===== config.mk =====
export PLATFORM = sky130hd
export DESIGN_NAME = breakout_game_ctrl
export DESIGN_NICKNAME = d
export VERILOG_FILES = /design/src/rtl/breakout_game_ctrl.sv
export SDC_FILE = /design/constraint.sdc
export NUM_CORES = 1
export LEC_CHECK = 0
export BUFFER_PORTS_ARGS = -buffer_cell sky130_fd_sc_hd__buf_2
export CORE_MARGIN = 5
export CORE_UTILIZATION = 40
export CTS_CLUSTER_DIAMETER = 30
export CTS_CLUSTER_SIZE = 40
export DETAILED_ROUTE_END_ITERATION = 12
export PLACE_DENSITY = 0.62
export SETUP_SLACK_MARGIN = 0.05
export SYNTH_ARGS = -nofsm -noshare
export SYNTH_HDL_FRONTEND = slang
export SYNTH_SLANG_ARGS = --single-unit

===== constraint.sdc =====
create_clock -name CLK_25MH -period 5.5 [get_ports CLK_25MH]
set_input_delay 0.55 -clock CLK_25MH [delete_from_list [all_inputs] [get_ports CLK_25MH]]
set_output_delay 0.55 -clock CLK_25MH [all_outputs]
set_load 0.1 [all_outputs]

===== src/rtl/breakout_game_ctrl.sv =====
// Breakout per-frame sequencer: ball/paddle motion, collisions,
// brick shadow map, score, lives and win/lose status.
module breakout_game_ctrl #(
    parameter int BALL_SIZE    = 7,
    parameter int BALL_STEP    = 2,
    parameter int PADDLE_STEP  = 4,
    parameter int PADDLE_WIDTH = 100,
    parameter int PADDLE_Y     = 440,
    parameter int START_X      = 316,
    parameter int START_Y      = 300,
    parameter int LIVES        = 3
) (
    input  logic       CLK_25MH,
    input  logic       reset_n,
    input  logic [9:0] hor_count,
    input  logic [9:0] ver_count,
    input  logic       btn_left,
    input  logic       btn_right,
    input  logic       btn_launch,
    output logic [9:0] ball_x,
    output logic [9:0] ball_y,
    output logic [9:0] paddle_pos,
    output logic       erase_enable,
    output logic [5:0] erase_pos,
    output logic       vga_reset,
    output logic [3:0] score,
    output logic [1:0] lives,
    output logic       game_over,
    output logic       game_won
);
    typedef enum logic [3:0] {
        S_INIT, S_SERVE, S_WAIT, S_WALL, S_PADDLE,
        S_SCAN, S_ERASE, S_MOVE, S_LOST, S_OVER
    } state_t;

    state_t      state, state_nx;
    logic [9:0]  ball_x_nx, ball_y_nx, paddle_nx, paddle_mv;
    logic        dx, dx_nx, dy, dy_nx;
    logic [9:0]  active, active_nx;
    logic [3:0]  idx, idx_nx, hit_idx, hit_idx_nx;
    logic [3:0]  score_nx;
    logic [1:0]  lives_nx;
    logic        over_nx, won_nx, erase_en_nx, vga_reset_nx;
    logic [5:0]  erase_pos_nx;
    logic        frame_tick, brick_hit, paddle_hit;
    logic [10:0] bx, by, bxs, bys, brk_x0, brk_y0, px;

    assign frame_tick = (ver_count == 10'd480) && (hor_count == 10'd0);
    assign bx  = {1'b0, ball_x};
    assign by  = {1'b0, ball_y};
    assign bxs = bx + 11'(BALL_SIZE);
    assign bys = by + 11'(BALL_SIZE);
    assign px  = {1'b0, paddle_pos};

    always_comb begin
        unique case (idx)
            4'd0, 4'd5: brk_x0 = 11'd40;
            4'd1, 4'd6: brk_x0 = 11'd160;
            4'd2, 4'd7: brk_x0 = 11'd280;
            4'd3, 4'd8: brk_x0 = 11'd400;
            default:    brk_x0 = 11'd520;
        endcase
    end

    assign brk_y0 = (idx < 4'd5) ? 11'd40 : 11'd90;

    assign brick_hit = active[idx]
        && (bxs >= brk_x0) && (bx <= brk_x0 + 11'd80)
        && (bys >= brk_y0) && (by <= brk_y0 + 11'd30);

    assign paddle_hit = dy
        && (bys >= 11'(PADDLE_Y))
        && (by <= 11'(PADDLE_Y + 9))
        && (bxs >= px)
        && (bx <= px + 11'(PADDLE_WIDTH));

    // Opposing buttons cancel; motion clamps at both screen edges.
    always_comb begin
        paddle_mv = paddle_pos;
        if (btn_left && !btn_right) begin
            if (paddle_pos < 10'(PADDLE_STEP))
                paddle_mv = '0;
            else
                paddle_mv = paddle_pos - 10'(PADDLE_STEP);
        end else if (btn_right && !btn_left) begin
            if (px + 11'(PADDLE_STEP) > 11'(640 - PADDLE_WIDTH))
                paddle_mv = 10'(640 - PADDLE_WIDTH);
            else
                paddle_mv = paddle_pos + 10'(PADDLE_STEP);
        end
    end

    always_comb begin
        state_nx     = state;
        ball_x_nx    = ball_x;
        ball_y_nx    = ball_y;
        paddle_nx    = paddle_pos;
        dx_nx        = dx;
        dy_nx        = dy;
        active_nx    = active;
        idx_nx       = idx;
        hit_idx_nx   = hit_idx;
        score_nx     = score;
        lives_nx     = lives;
        over_nx      = game_over;
        won_nx       = game_won;
        erase_en_nx  = 1'b0;
        erase_pos_nx = erase_pos;
        vga_reset_nx = 1'b0;
        unique case (state)
            S_INIT: begin
                vga_reset_nx = 1'b1;
                active_nx    = '1;
                score_nx     = '0;
                state_nx     = S_SERVE;
            end
            S_SERVE: begin
                ball_x_nx = 10'(START_X);
                ball_y_nx = 10'(START_Y);
                dx_nx     = 1'b1;
                dy_nx     = 1'b0;
                if (frame_tick)
                    paddle_nx = paddle_mv;
                if (btn_launch)
                    state_nx = S_WAIT;
            end
            S_WAIT: begin
                if (frame_tick)
                    state_nx = S_WALL;
            end
            S_WALL: begin
                if (!dx && ball_x < 10'(BALL_STEP))
                    dx_nx = 1'b1;
                else if (dx && bxs + 11'(BALL_STEP) > 11'd639)
                    dx_nx = 1'b0;
                state_nx = S_PADDLE;
                if (!dy && ball_y < 10'(BALL_STEP))
                    dy_nx = 1'b1;
                else if (dy && bys + 11'(BALL_STEP) > 11'd479)
                    state_nx = S_LOST;
            end
            S_PADDLE: begin
                if (paddle_hit)
                    dy_nx = 1'b0;
                idx_nx   = '0;
                state_nx = S_SCAN;
            end
            S_SCAN: begin
                if (brick_hit) begin
                    dy_nx      = ~dy;
                    hit_idx_nx = idx;
                    state_nx   = S_ERASE;
                end else if (idx == 4'd9) begin
                    state_nx = S_MOVE;
                end else begin
                    idx_nx = idx + 4'd1;
                end
            end
            S_ERASE: begin
                erase_en_nx        = 1'b1;
                erase_pos_nx       = {2'b00, hit_idx};
                active_nx[hit_idx] = 1'b0;
                score_nx           = score + 4'd1;
                if (score == 4'd9) begin
                    over_nx  = 1'b1;
                    won_nx   = 1'b1;
                    state_nx = S_OVER;
                end else begin
                    state_nx = S_MOVE;
                end
            end
            S_MOVE: begin
                ball_x_nx = dx ? ball_x + 10'(BALL_STEP)
                               : ball_x - 10'(BALL_STEP);
                ball_y_nx = dy ? ball_y + 10'(BALL_STEP)
                               : ball_y - 10'(BALL_STEP);
                paddle_nx = paddle_mv;
                state_nx  = S_WAIT;
            end
            S_LOST: begin
                lives_nx = lives - 2'd1;
                if (lives == 2'd1) begin
                    over_nx  = 1'b1;
                    won_nx   = 1'b0;
                    state_nx = S_OVER;
                end else begin
                    ball_x_nx = 10'(START_X);
                    ball_y_nx = 10'(START_Y);
                    dx_nx     = 1'b1;
                    dy_nx     = 1'b0;
                    state_nx  = S_SERVE;
                end
            end
            S_OVER: begin
                if (btn_launch) begin
                    lives_nx = 2'(LIVES);
                    over_nx  = 1'b0;
                    won_nx   = 1'b0;
                    state_nx = S_INIT;
                end
            end
            default: state_nx = S_INIT;
        endcase
    end

    always_ff @(posedge CLK_25MH) begin
        if (!reset_n) begin
            state        <= S_INIT;
            ball_x       <= 10'(START_X);
            ball_y       <= 10'(START_Y);
            paddle_pos   <= 10'd270;
            dx           <= 1'b1;
            dy           <= 1'b0;
            active       <= '1;
            idx          <= '0;
            hit_idx      <= '0;
            score        <= '0;
            lives        <= 2'(LIVES);
            game_over    <= 1'b0;
            game_won     <= 1'b0;
            erase_enable <= 1'b0;
            erase_pos    <= '0;
            vga_reset    <= 1'b0;
        end else begin
            state        <= state_nx;
            ball_x       <= ball_x_nx;
            ball_y       <= ball_y_nx;
            paddle_pos   <= paddle_nx;
            dx           <= dx_nx;
            dy           <= dy_nx;
            active       <= active_nx;
            idx          <= idx_nx;
            hit_idx      <= hit_idx_nx;
            score        <= score_nx;
            lives        <= lives_nx;
            game_over    <= over_nx;
            game_won     <= won_nx;
            erase_enable <= erase_en_nx;
            erase_pos    <= erase_pos_nx;
            vga_reset    <= vga_reset_nx;
        end
    end
endmodule


== Word-level counts from Yosys, hierarchy flattened ==
Memories as Yosys holds them, arrays and structs flattened. A register that Yosys moved wholly into a read port is not among the register bits.
Cells that the tools add are included.

* Equality and inequality tests: 27
* Divide/modulo/power cells: 0
* $lt $le $gt $ge: 18
* Reductions and logical operators: 39
* Multiplexer cells: 53
* Bitwise gates (word level): 3
* $mul: 0
* Add/sub/neg operators: 17
* Shift operators: 0

{| class="wikitable"
|+ Operators by type and width
! operator !! count
|-
| 2-to-1 mux 10 bit || 9
|-
| case mux 10 bit (3 select lines) || 2
|-
| 2-to-1 mux 4 bit || 13
|-
| case mux 10 bit (2 select lines) || 2
|-
| case mux 4 bit (10 select lines) || 1
|-
| adder 10 x 3 -> 11 bit, second input constant || 3
|-
| inequality test 2 bit, second input constant || 12
|-
| adder 11 x 2 -> 11 bit, second input constant || 2
|-
| greater-than comparator 11 x 10 -> 1 bit, second input constant || 2
|-
| less-or-equal comparator 10 x 11 -> 1 bit || 2
|-
| adder 10 x 2 -> 10 bit, second input constant || 2
|-
| < comparator 10 x 2 -> 1 bit, second input constant || 2
|-
| subtractor 10 x 2 -> 10 bit, second input constant || 2
|-
| == test 4 x 3 -> 1 bit, second input constant || 4
|-
| == test 4 bit, second input constant || 4
|-
| logical AND 1 bit || 16
|-
| case mux 4 bit (2 select lines) || 2
|-
| 2-to-1 mux 1 bit || 15
|-
| adder 10 x 7 -> 11 bit, second input constant || 1
|-
| adder 11 x 7 -> 11 bit, second input constant || 1
|-
| greater-or-equal comparator 11 x 10 -> 1 bit || 1
|-
| greater-or-equal comparator 11 bit || 1
|-
| greater-or-equal comparator 11 x 7 -> 1 bit || 1
|-
| greater-or-equal comparator 11 x 9 -> 1 bit, second input constant || 1
|-
| other kinds (37) || 56
|}

* Logic and storage cells: 174
* Memories kept: 1
* Register bits: 68
* Bits in read-only memories: 96
* Bits in writable memories: 0
* Latch bits: 0
* Output and inout port bits: 46
* Input bits: 25

{| class="wikitable"
|+ Memory list
! memory !! depth !! width !! read ports !! clocked after memory_dff !! wr ports !! RTL line !! source
|-
| (no name shown) || 16 || 6 || 1 || 1 || 0 || 56 || <nowiki>unique case (idx)</nowiki>
|}

== Longest topological paths before layout ==
Gate-level depths: netlist of run 1.

* Depth in word-level cells: 10
* Gate-level depth with buffers: 20

== Worst setup path after synthesis of run 1 ==
OpenSTA, ideal clock, no wires.

* Path kind: reg-to-reg
* From: reg ball_y[1]
* To: reg, netlist name brk_x0[7]
* Cell stages (with the launch flop): 18
* Period minus slack after synthesis: 4.605 ns
* Path slack: 0.895 ns
* Library setup time: 0.114 ns
* Buffers on the path: 2
* Arrival time: 4.491 ns
* Cell sequence: dfxtp_1 > buf_2 > inv_1 > ha_1 > nand3b_1 > xnor2_1 > ha_1 > a21o_1 > a41o_1 > nand2_1 > a41oi_2 > a31o_1 > buf_6 > mux2_4 > ha_1 > a221oi_2 > nor4_2 > a21o_1

* Longest elaborated chain between the ends: 8
* Elaborated cells between the ends (all ways): 9
* Classes of those cells: add/sub: 1; order compare: 2; eq/ne: 1; mux: 2; reduce/logical: 3

{| class="wikitable"
|+ Ends and longest elaborated chain
! what !! RTL line !! source
|-
| start, declared || 21 || <nowiki>output logic [9:0] ball_y,</nowiki>
|-
| start signal, assigned || 210 || <nowiki>ball_y <= 10'(START_Y);</nowiki>
|-
| start signal, assigned || 227 || <nowiki>ball_y <= ball_y_nx;</nowiki>
|-
| adder 10 x 3 -> 11 bit || 52 || <nowiki>assign bys = by + 11'(BALL_SIZE);</nowiki>
|-
| greater-or-equal comparator 11 x 7 -> 1 bit || 69 || <nowiki>&& (bys >= brk_y0) && (by <= brk_y0 + 11'd30);</nowiki>
|-
| logical AND 1 bit || 69 ||
|-
| logical AND 1 bit * || 69 ||
|-
| inequality test 2 bit (no source line) * || n/a ||
|-
| AND reduction 3 bit (no source line) * || n/a ||
|-
| 2-to-1 mux 4 bit (no source line) * (2 in series) || n/a ||
|}

Every way passes the cells marked *; elsewhere a longest branch is shown, timed or not.
A chain may end at the register's enable or synchronous reset.

== Worst setup path after layout of run 1 ==
* From: reg ball_y[1]
* To: reg, netlist name brk_x0[7]

* Longest elaborated chain between the ends: 8
* Elaborated cells between the ends (all ways): 9
* Classes of those cells: add/sub: 1; order compare: 2; eq/ne: 1; mux: 2; reduce/logical: 3

{| class="wikitable"
|+ Ends and longest elaborated chain
! what !! RTL line
|-
| adder 10 x 3 -> 11 bit || 52
|-
| greater-or-equal comparator 11 x 7 -> 1 bit || 69
|-
| logical AND 1 bit || 69
|-
| logical AND 1 bit * || 69
|-
| inequality test 2 bit (no source line) * || n/a
|-
| AND reduction 3 bit (no source line) * || n/a
|-
| 2-to-1 mux 4 bit (no source line) * (2 in series) || n/a
|}

Marked as above.

==> impl_results.md, run 1 <==
* Status: finished, final reports clean
* WP buf/inv at 2
* Residual DRC at 0
* WL final at 15670 um
* Clock transition at path regs at 0.06 ns
* Largest net degree at the start of global routing at 32
* Synthesis-to-finish area growth at 11.87%
* Ant. Diodes at 0
* Worst setup EP type: flop
* Cell mode on critical path: ha_1
* Fin. Hold Viols at 0
* Kind of critical path: flop to flop
* Post-synthesis cell type count at 70
* Yosys warns at 0
* Gr usage total at 19.02%
* Worst path max stage delay at 0.55 ns
* Drt via density at 5.635
* EDFF count, synth at 0
* Clk Latency, worst-skew pair at 0.35 ns
* Worst rel slew slack at 33.61%
* # clock sinks at 70
* WP data arrival at 4.58 ns
* Worst vdd ir at 0.1590 mV
* Final #Nets at 884
* Post-DP HPWL at 11560 um
* Clock root buffer: clkbuf_16
* Worst Skew at 0.006554 ns
* Leak Pwr at 2.606 nW
* Period utilisation layout at 78.75%
* Tmin final at 4.331 ns
* Crit-path cells: inv_1 > ha_1 > nand3b_1 > xnor2_1 > ha_1 > a21o_1 > a41o_1 > nand2_1 > a41oi_2 > a31o_1 > xnor2_1 > nor2_1 > inv_1 > ha_1 > a221oi_2 > nor4_2 > a21o_1
* Tightest Hold Check Type: flop to flop
* Number of buffers created by CTS at 9
* Die height at 129.9 um
* Initial antenna violation count at 0
* Initial Util at 41.13%
* Non-filler cells, final at 979
* Placed Area at 6137 um2
* Syn Inst Count at 754
* Post-route design area at 6436 um2
* Yosys reg bits at 70
* Fmax at 230.9 MHz
* Chip Width at 129.9 um
* Tot Pwr at 1.918 mW
* Worst path required time at 5.75 ns
* Seq/Total Area, Yosys at 24.36%
* Synth Flop Type: dfxtp_1
* Die area at 16880 um2
* Overflow after GRT at 0
* Synth Cell Area at 5753 um2
* RSZ-0062 raised after global routing: false
* Total setup buffers inserted after CTS at 0
* CP delay by family, top: compound AO/OA/AOI/OAI gates
* Max Root-Sink Buffers at 2
* Post-Place Cells at 963
* Cts repair resizes at 0
* Pins Over Slew Limit at 0
* Share of cells above drive strength 1 at 12.89%
* Power Dens Cells at 298.0 nW/um2
* DR WL/cell at 16.00 um
* DRT Pass-1 Iters at 5
* Core ar. at 13990 um2
* Final ANT Viol Nets at 0
* Hold_buf cts at 0
* H-tree lvl count at 3
* Buffers on Ports at 65
* FFs w/ async S/R, synth at 0%
* Via count at 5517
* Worst Tran Pin Value at 0.9891 ns
* Setup TNS at 0 ns
* Final setup violating endpoints at 0
* I/O pins at 71
* DRT iter0 DRCs at 365
* RD Place Congestion at 0.8960
* Max-cap violations at 0
* CP startpoint kind: flop
* Mean post-synth cell area at 7.630 um2
* Via count of the first global-routing pass at 5107
* CTS tree: yes
* Hold slack at 0.4598 ns
* FP Rows at 43
* First-pass GRT wire length at 26010 um
* Slowest CP cell: dfxtp_1
* Crit path max fanout at 13
==> state kept, by name, indices dropped and copies added (netlist names), 5 cells and up <==
signal and flops:
brk_x0 5, active 10, ball_x 9, ball_y 9, paddle_pos 9
==> cells in the final DEF (no fill, tap or decap), drive strengths merged, types with 11 or more instances in the layout <==
master  Yosys  layout
a21oi      44      44
nor2       58      58
xnor2      31      31
o22ai      15      15
buf        17      69
nor3       21      21
dfxtp      70      70
nand4      11      11
inv        51      52
nand2      99      99
ha         65      65
a21o       13      13
a31oi      12      12
nand3      29      29
o21ai      41      41
xor2       13      13
==> synthesized netlist by cell type, drive strengths merged, types with 3 or more instances <==
master	number	area (um2)
nand3b	3	22.52
nor2	58	217.7
o221ai	4	35.03
mux2	6	71.31
a211oi	3	27.52
nand4	11	68.82
xor2	13	113.9
buf	17	110.1
o31ai	6	45.04
nor3	21	110.1
a21o	13	97.59
or2	4	25.03
o2111ai	6	52.55
nand2	99	371.6
nand3	29	145.1
o22ai	15	93.84
ha	65	813.3
nand2b	10	62.56
o211ai	8	60.06
mux2i	5	50.05
a21oi	44	224.0
inv	51	191.4
a22oi	3	22.52
o32ai	6	52.55
xnor2	31	271.5
and2	4	25.02
a41oi	3	33.79
or4	6	45.04
o21ai	41	205.2
o21a	3	22.52
a221oi	3	38.79
clkbuf	27	101.4
nor4	8	56.30
a31oi	12	75.07
dfxtp	70	1401
o311ai	3	26.28
or3	6	37.54
and3	5	31.28
a31o	3	26.28
nor2b	7	43.79
==> through the flow <==
| step | util, % | setup slack, ns |
|---|---|---|
| final | 46.01 | 1.169 |
| after global routing | 46.01 | 0.7841 |
| after CTS | 46.01 | 1.201 |
| after detailed placement | 43.87 | 1.234 |
| after global placement | 43.87 | 1.344 |
| after floorplan | - | 0.8952 |
==> routing by layer <==
layer	vias up	global-route usage (%)	wire length, um
li1	2777	-	-
met1	2555	26.65	7635
met2	157	28.72	6799
met3	28	4.912	922
met4	0	5.807	310
met5	-	0	0
==> final timing paths <==
path | from | cells after the start | slack (ns) | to
worst max-delay path | ball_y[1]$_SDFFE_PN0P_ | 17 | 1.17 | brk_x0[7]$_DFF_P_
worst max register to register | ball_y[1]$_SDFFE_PN0P_ | 17 | 1.17 | brk_x0[7]$_DFF_P_
worst min-delay path | erase_pos[1]$_SDFFE_PN0P_ | 2 | 0.46 | erase_pos[1]$_SDFFE_PN0P_
worst min register to register | erase_pos[1]$_SDFFE_PN0P_ | 2 | 0.46 | erase_pos[1]$_SDFFE_PN0P_
==> report_power, final <==
group / total, mW / switching, mW / leakage (nW) / internal, mW
Clock: 0.608 / 0.254 / 0.135 / 0.354
Combinational: 0.676 / 0.463 / 1.90 / 0.213
Sequential: 0.634 / 0.0945 / 0.566 / 0.539
Total: 1.92 / 0.812 / 2.61 / 1.11
==> logic make-up (layout without fill, tap and decap cells) <==
kind of cell	Yosys count	in the layout	share of synthesized area [%]
mux	13	13	3.023
fa+ha+maj	65	65	14.14
simple gates	279	279	23.16
xor+xnor	44	44	6.699
other cells	1	5	0.06518
compound gates	187	187	21.55
flops	70	70	24.36
buf+inv	95	136	7.003
==> worst min-delay path: stages, from the launching register on <==
cell,delay (ns)
dfxtp_1,0.31
nand2_1,0.05
a21oi_1,0.05
==> area by class of cell <==
cell class | instances | area [um2]
Tap cell | 180 | 225.2
Multi-Input combinational cell | 593 | 3964
Clock buffer | 10 | 229.0
Inverter | 51 | 191.4
Clock inverter | 6 | 70.07
Timing Repair Buffer | 69 | 355.3
Fill cell | 1439 | 7552
Sequential cell | 70 | 1401
No activity file was read; power rests on OpenSTA's default activity.
==> inputs of run 2 (changes only) <==
- clock period: 5.5 -> 4.5 ns (I/O delays scaled with it)
==> impl_results.md, run 2 (synthesis gave the netlist of run 1 again) <==
* Worst path max stage delay at 0.55 ns (about the same)
* Setup TNS at 0 ns (unchanged)
* Commonest non-fill, non-tap cells in the layout: nand2_1 (99), dfxtp_1 (67), ha_1 (65), buf_2 (65), nor2_1 (58) (was nand2_1 (99), dfxtp_1 (70), ha_1 (65), buf_2 (65), nor2_1 (58))
* Layout fillers at 1422 (was 1439)
* Worst Skew at 0.006563 ns (was 0.006554 ns)
* Max-cap violations at 0 (unchanged)
* Largest reg by FF count: active (unchanged)
* CP delay by family, top: compound AO/OA/AOI/OAI gates (unchanged)
* Residual DRC at 0 (unchanged)
* Total setup buffers inserted after CTS at 0 (unchanged)
* Clock transition at path regs at 0.06 ns (about the same)
* DRT Pass-1 Iters at 6 (was 5)
* First-pass GRT wire length at 25760 um (was 26010 um)
* Buffers on Ports at 65 (unchanged)
* Worst path required time at 4.74 ns (was 5.75 ns)
* Via count of the first global-routing pass at 5007 (was 5107)
* Initial antenna violation count at 0 (unchanged)
* H-tree lvl count at 3 (unchanged)
* Clock root buffer: clkbuf_16 (unchanged)
* Post-Place Cells at 971 (was 963)
* Die height at 129.9 um (unchanged)
* Worst setup EP type: flop (unchanged)
* CP startpoint kind: flop (unchanged)
* Chip Width at 129.9 um (unchanged)
* WP buf/inv at 1 (was 2)
* FF/Latch Area at 1405 um2 (was 1401 um2)
* Die area at 16880 um2 (unchanged)
* Ant. Diodes at 0 (unchanged)
* Crit-path cells: inv_1 > ha_1 > nand3b_1 > xnor2_1 > ha_1 > a21o_1 > a41o_1 > nand2_1 > a41oi_2 > a31o_2 > mux2_4 > ha_1 > a221oi_2 > nor4_2 > a21o_1 (was inv_1 > ha_1 > nand3b_1 > xnor2_1 > ha_1 > a21o_1 > a41o_1 > nand2_1 > a41oi_2 > a31o_1 > xnor2_1 > nor2_1 > inv_1 > ha_1 > a221oi_2 > nor4_2 > a21o_1)
* Share of cells above drive strength 1 at 14.37% (was 12.89%)
* Worst rel slew slack at 37.28% (was 33.61%)
* WL final at 15340 um (was 15670 um)
* Pins Over Slew Limit at 0 (unchanged)
* Worst vdd ir at 0.2301 mV (was 0.1590 mV)
* RD Place Congestion at 0.9130 (was 0.8960)
* Slack of the critical path at 0.3931 ns (was 1.169 ns)
* Fin. Hold Viols at 0 (unchanged)
* DRT iter0 DRCs at 367 (was 365)
* Area of the multi-input gates at 3964 um2 (unchanged)
* Overflow after GRT at 0 (unchanged)
* Max Root-Sink Buffers at 2 (unchanged)
* Placed Area at 6201 um2 (was 6137 um2)
* Kind of critical path: flop to flop (unchanged)
* Cell mode on critical path: ha_1 (unchanged)
* Synthesis-to-finish area growth at 12.68% (was 11.87%)
* RSZ-0062 raised after global routing: false (unchanged)
* WP data arrival at 4.34 ns (was 4.58 ns)
* Number of flip-flops in the largest register at 10 (unchanged)
* Final setup violating endpoints at 0 (unchanged)
* DR WL/cell at 15.54 um (was 16.00 um)
* Final ANT Viol Nets at 0 (unchanged)
* Hold_buf cts at 0 (unchanged)
* Via count at 5484 (was 5517)
* Post-DP HPWL at 11550 um (was 11560 um)
* Slowest CP cell: xnor2_1 (was dfxtp_1)
* I/O pins at 71 (unchanged)
* Worst Tran Pin Value at 0.9357 ns (was 0.9891 ns)
* Number of buffers created by CTS at 9 (unchanged)
* FP Rows at 43 (unchanged)
* Gr usage total at 18.72% (was 19.02%)
* Power Dens Cells at 351.9 nW/um2 (was 298.0 nW/um2)
* Final #Nets at 892 (was 884)
* Post-route design area at 6482 um2 (was 6436 um2)
* Initial Util at 41.13% (unchanged)
* Core ar. at 13990 um2 (unchanged)
* Commonest non-fill, non-tap cell in the layout: nand2_1 (unchanged)
* Clk Latency, worst-skew pair at 0.34 ns (was 0.35 ns)
* Tmin final at 4.107 ns (was 4.331 ns)
* Crit path max fanout at 13 (unchanged)
* CTS tree: yes (unchanged)
* DP Worst Slack at 0.3707 ns (was 1.234 ns)
* Fmax at 243.5 MHz (was 230.9 MHz)
* Period utilisation layout at 91.26% (was 78.75%)
* Status: finished, final reports clean (unchanged)
* Largest net degree at the start of global routing at 32 (unchanged)
* # clock sinks at 70 (unchanged)
* Leak Pwr at 2.646 nW (was 2.606 nW)
* Drt via density at 5.556 (was 5.635)
* Tightest Hold Check Type: flop to flop (unchanged)
* Non-filler cells, final at 987 (was 979)
-- run 2: cell count changes in the layout (fill, tap and decap cells not counted), sizes merged --
cell,previous run,this run
inv,52,54
clkinv,1,3
clkinvlp,3,1
buf,69,77
clkbuf,10,9
bufinv,1,0
-- run 2: per-stage QoR --
stage	util [%]	hold slack, ns	power [mW]
5_1_grt	46.34	0.4898	2.437
3_5_place_dp	44.33	0.4491	1.602
2_1_floorplan	-	0.4395	1.409
6_report	46.34	0.4542	2.281
4_1_cts	46.34	0.4611	2.294
3_3_place_gp	44.33	0.4534	1.603
-- run 2: timing repair --
item | CTS | global route
setup endpoints to repair | 0 | 2
gates resized for setup | 0 | 1
endpoints found under the hold margin | 0 | 0
-- run 2: area by class of cell --
type                       count  share of cell area (%)
clock buffer                   9                   3.474
clock inverter                 7                  0.8686
inverter                      51                   2.953
multi-input combinational    593                   61.15
sequential                    70                   21.68
tap                          180                   3.474
timing repair buffer          77                   6.408
-- run 2: layer usage --
layer  global-route usage [%]  up-vias  wire [um]
met1                    27.73     2503       7650
met5                        0        -          0
met4                    3.423        0        122
met2                    28.03      173       6563
met3                    4.257       11       1000
li1                         -     2797          -
-- run 2: path summary, 6_finish.rpt --
check | start | endpoint | slack [ns] | cells past startpoint
worst max register to register | ball_y[1]$_SDFFE_PN0P_ | brk_x0[7]$_DFF_P_ | 0.39 | 15
worst min-delay path | erase_pos[1]$_SDFFE_PN0P_ | erase_pos[1]$_SDFFE_PN0P_ | 0.45 | 2
worst max-delay path | ball_y[1]$_SDFFE_PN0P_ | brk_x0[7]$_DFF_P_ | 0.39 | 15
worst min register to register | erase_pos[1]$_SDFFE_PN0P_ | erase_pos[1]$_SDFFE_PN0P_ | 0.45 | 2
-- run 2: tightest hold or removal path, cell delays in order (launching register included) --
cell and delay, ns:
dfxtp_1 0.31, nand2_1 0.05, a21oi_1 0.05
-- run 2: power by group --
| part | leakage, nW | total, mW | internal [mW] | switching (mW) |
|---|---|---|---|---|
| registers | 0.567 | 0.763 | 0.662 | 0.102 |
| logic | 1.94 | 0.834 | 0.268 | 0.567 |
| clock network | 0.137 | 0.684 | 0.380 | 0.304 |
| total | 2.65 | 2.28 | 1.31 | 0.972 |
==> inputs of run 3 (changes only) <==
- MAX_ROUTING_LAYER: not set -> met4
==> impl_results.md, run 3 (synthesis gave the netlist of run 1 again) <==
* Tot Pwr at 2.277 mW (was 2.281 mW)
* Final #Nets at 892 (unchanged)
* Share of cells above drive strength 1 at 14.37% (unchanged)
* I/O pins at 71 (unchanged)
* Period utilisation layout at 91.28% (was 91.26%)
* Core ar. at 13990 um2 (unchanged)
* H-tree lvl count at 3 (unchanged)
* Chip Width at 129.9 um (unchanged)
* Clock transition at path regs at 0.06 ns (about the same)
* Final setup violating endpoints at 0 (unchanged)
* CP startpoint kind: flop (unchanged)
* Commonest non-fill, non-tap cells in the layout: nand2_1 (99), dfxtp_1 (67), ha_1 (65), buf_2 (65), nor2_1 (58) (unchanged)
* Kind of critical path: flop to flop (unchanged)
* Worst setup EP type: flop (unchanged)
* First-pass GRT wire length at 25720 um (was 25760 um)
* Max-cap violations at 0 (unchanged)
* Fin. Hold Viols at 0 (unchanged)
* Via count at 5469 (was 5484)
* FP Rows at 43 (unchanged)
* # clock sinks at 70 (unchanged)
* Post-route design area at 6482 um2 (unchanged)
* Final ANT Viol Nets at 0 (unchanged)
* Residual DRC at 0 (unchanged)
* WP data arrival at 4.34 ns (about the same)
* Initial antenna violation count at 0 (unchanged)
* Buffers on Ports at 65 (unchanged)
* RD Place Congestion at 0.9289 (was 0.9130)
* Worst Skew at 0.006744 ns (was 0.006563 ns)
* CTS tree: yes (unchanged)
* DP Worst Slack at 0.3707 ns (unchanged)
* Pins Over Slew Limit at 0 (unchanged)
* Leak Pwr at 2.646 nW (unchanged)
* Clock root buffer: clkbuf_16 (unchanged)
* Die area at 16880 um2 (unchanged)
* Total setup buffers inserted after CTS at 0 (unchanged)
* Number of buffers created by CTS at 9 (unchanged)
* Worst vdd ir at 0.2296 mV (was 0.2301 mV)
* Initial Util at 41.13% (unchanged)
* Slowest CP cell: xnor2_1 (unchanged)
* Placed Area at 6201 um2 (unchanged)
* Largest net degree at the start of global routing at 32 (unchanged)
* Number of flip-flops in the largest register at 10 (unchanged)
* Via count of the first global-routing pass at 5009 (was 5007)
* Commonest non-fill, non-tap cell in the layout: nand2_1 (unchanged)
* Overflow after GRT at 0 (unchanged)
* Clk Latency, worst-skew pair at 0.34 ns (about the same)
* Max Root-Sink Buffers at 2 (unchanged)
* DRT iter0 DRCs at 373 (was 367)
* Post-DP HPWL at 11550 um (unchanged)
* Synthesis-to-finish area growth at 12.68% (unchanged)
* Ant. Diodes at 0 (unchanged)
* RSZ-0062 raised after global routing: false (unchanged)
* Hold_buf cts at 0 (unchanged)
* Worst path max stage delay at 0.55 ns (about the same)
* Cell mode on critical path: ha_1 (unchanged)
* Tmin final at 4.107 ns (about the same)
* Largest reg by FF count: active (unchanged)
* Post-Place Cells at 971 (unchanged)
* DRT Pass-1 Iters at 6 (unchanged)
* Power Dens Cells at 351.3 nW/um2 (was 351.9 nW/um2)
* Crit path max fanout at 13 (unchanged)
* Crit-path cells: inv_1 > ha_1 > nand3b_1 > xnor2_1 > ha_1 > a21o_1 > a41o_1 > nand2_1 > a41oi_2 > a31o_2 > mux2_4 > ha_1 > a221oi_2 > nor4_2 > a21o_1 (unchanged)
* Tightest Hold Check Type: flop to flop (unchanged)
* Non-filler cells, final at 987 (unchanged)
* Worst Tran Pin Value at 0.9382 ns (was 0.9357 ns)
* Worst rel slew slack at 37.11% (was 37.28%)
* Status: finished, final reports clean (unchanged)
* Fmax at 243.5 MHz (about the same)
* WL final at 15350 um (was 15340 um)
* Die height at 129.9 um (unchanged)
* DR WL/cell at 15.55 um (was 15.54 um)
* Slack of the critical path at 0.3925 ns (was 0.3931 ns)
* Drt via density at 5.541 (was 5.556)
* Worst path required time at 4.74 ns (about the same)
* Gr usage total at 19.25% (was 18.72%)
* Setup TNS at 0 ns (unchanged)
## run 3: power by group
part           leakage [nW]  switching [mW]  internal, mW
Sequential            0.567           0.101         0.662
Clock                 0.137           0.301         0.380
Combinational          1.94           0.565         0.268
Total                  2.65           0.968          1.31
## run 3: timing repair
action,4_1_cts,5_1_grt
hold endpoints to repair,0,0
resized for setup,0,1
endpoints found under the setup margin,0,2
## run 3: path summary, 6_finish.rpt
kind	to	slack, ns	depth (start not counted)	from
min reg2reg	erase_pos[1]$_SDFFE_PN0P_	0.45	2	erase_pos[1]$_SDFFE_PN0P_
max reg2reg	brk_x0[7]$_DFF_P_	0.39	15	ball_y[1]$_SDFFE_PN0P_
max	brk_x0[7]$_DFF_P_	0.39	15	ball_y[1]$_SDFFE_PN0P_
min	erase_pos[1]$_SDFFE_PN0P_	0.45	2	erase_pos[1]$_SDFFE_PN0P_
## run 3: layout make-up
type | instances | area, um2
fillers | 1422 | 7506
multi-input cells | 593 | 3964
flip-flops and latches | 70 | 1405
repair buffers | 77 | 415.4
clock buffers | 9 | 225.2
well taps | 180 | 225.2
inverters | 51 | 191.4
clock inverters | 7 | 56.30
## run 3: routing by layer
metal,GRT usage (%),part of all wire (%)
met1,28.01,51
met2,28.09,43
met3,3.602,5.5
met4,3.423,0.98
met5,-,0
## run 3: critical path, delay by kind of cell (launching register included)
| kind | cells | cell delay, ns |
|---|---|---|
| AOI/OAI and AO/OA | 6 | 1.27 |
| adders and majority gates | 3 | 0.87 |
| xor gates and xnor gates | 1 | 0.55 |
| DFF | 1 | 0.44 |
| and+or+nand+nor | 3 | 0.35 |
| muxes | 1 | 0.35 |
| buffers and inverters | 1 | 0.17 |
## run 3: through the flow
step	util [%]	hold slack (ns)
floorplan	-	0.4395
global placement	44.33	0.4534
detailed placement	44.33	0.4491
CTS	46.34	0.4611
global route	46.34	0.4898
finish	46.34	0.4539
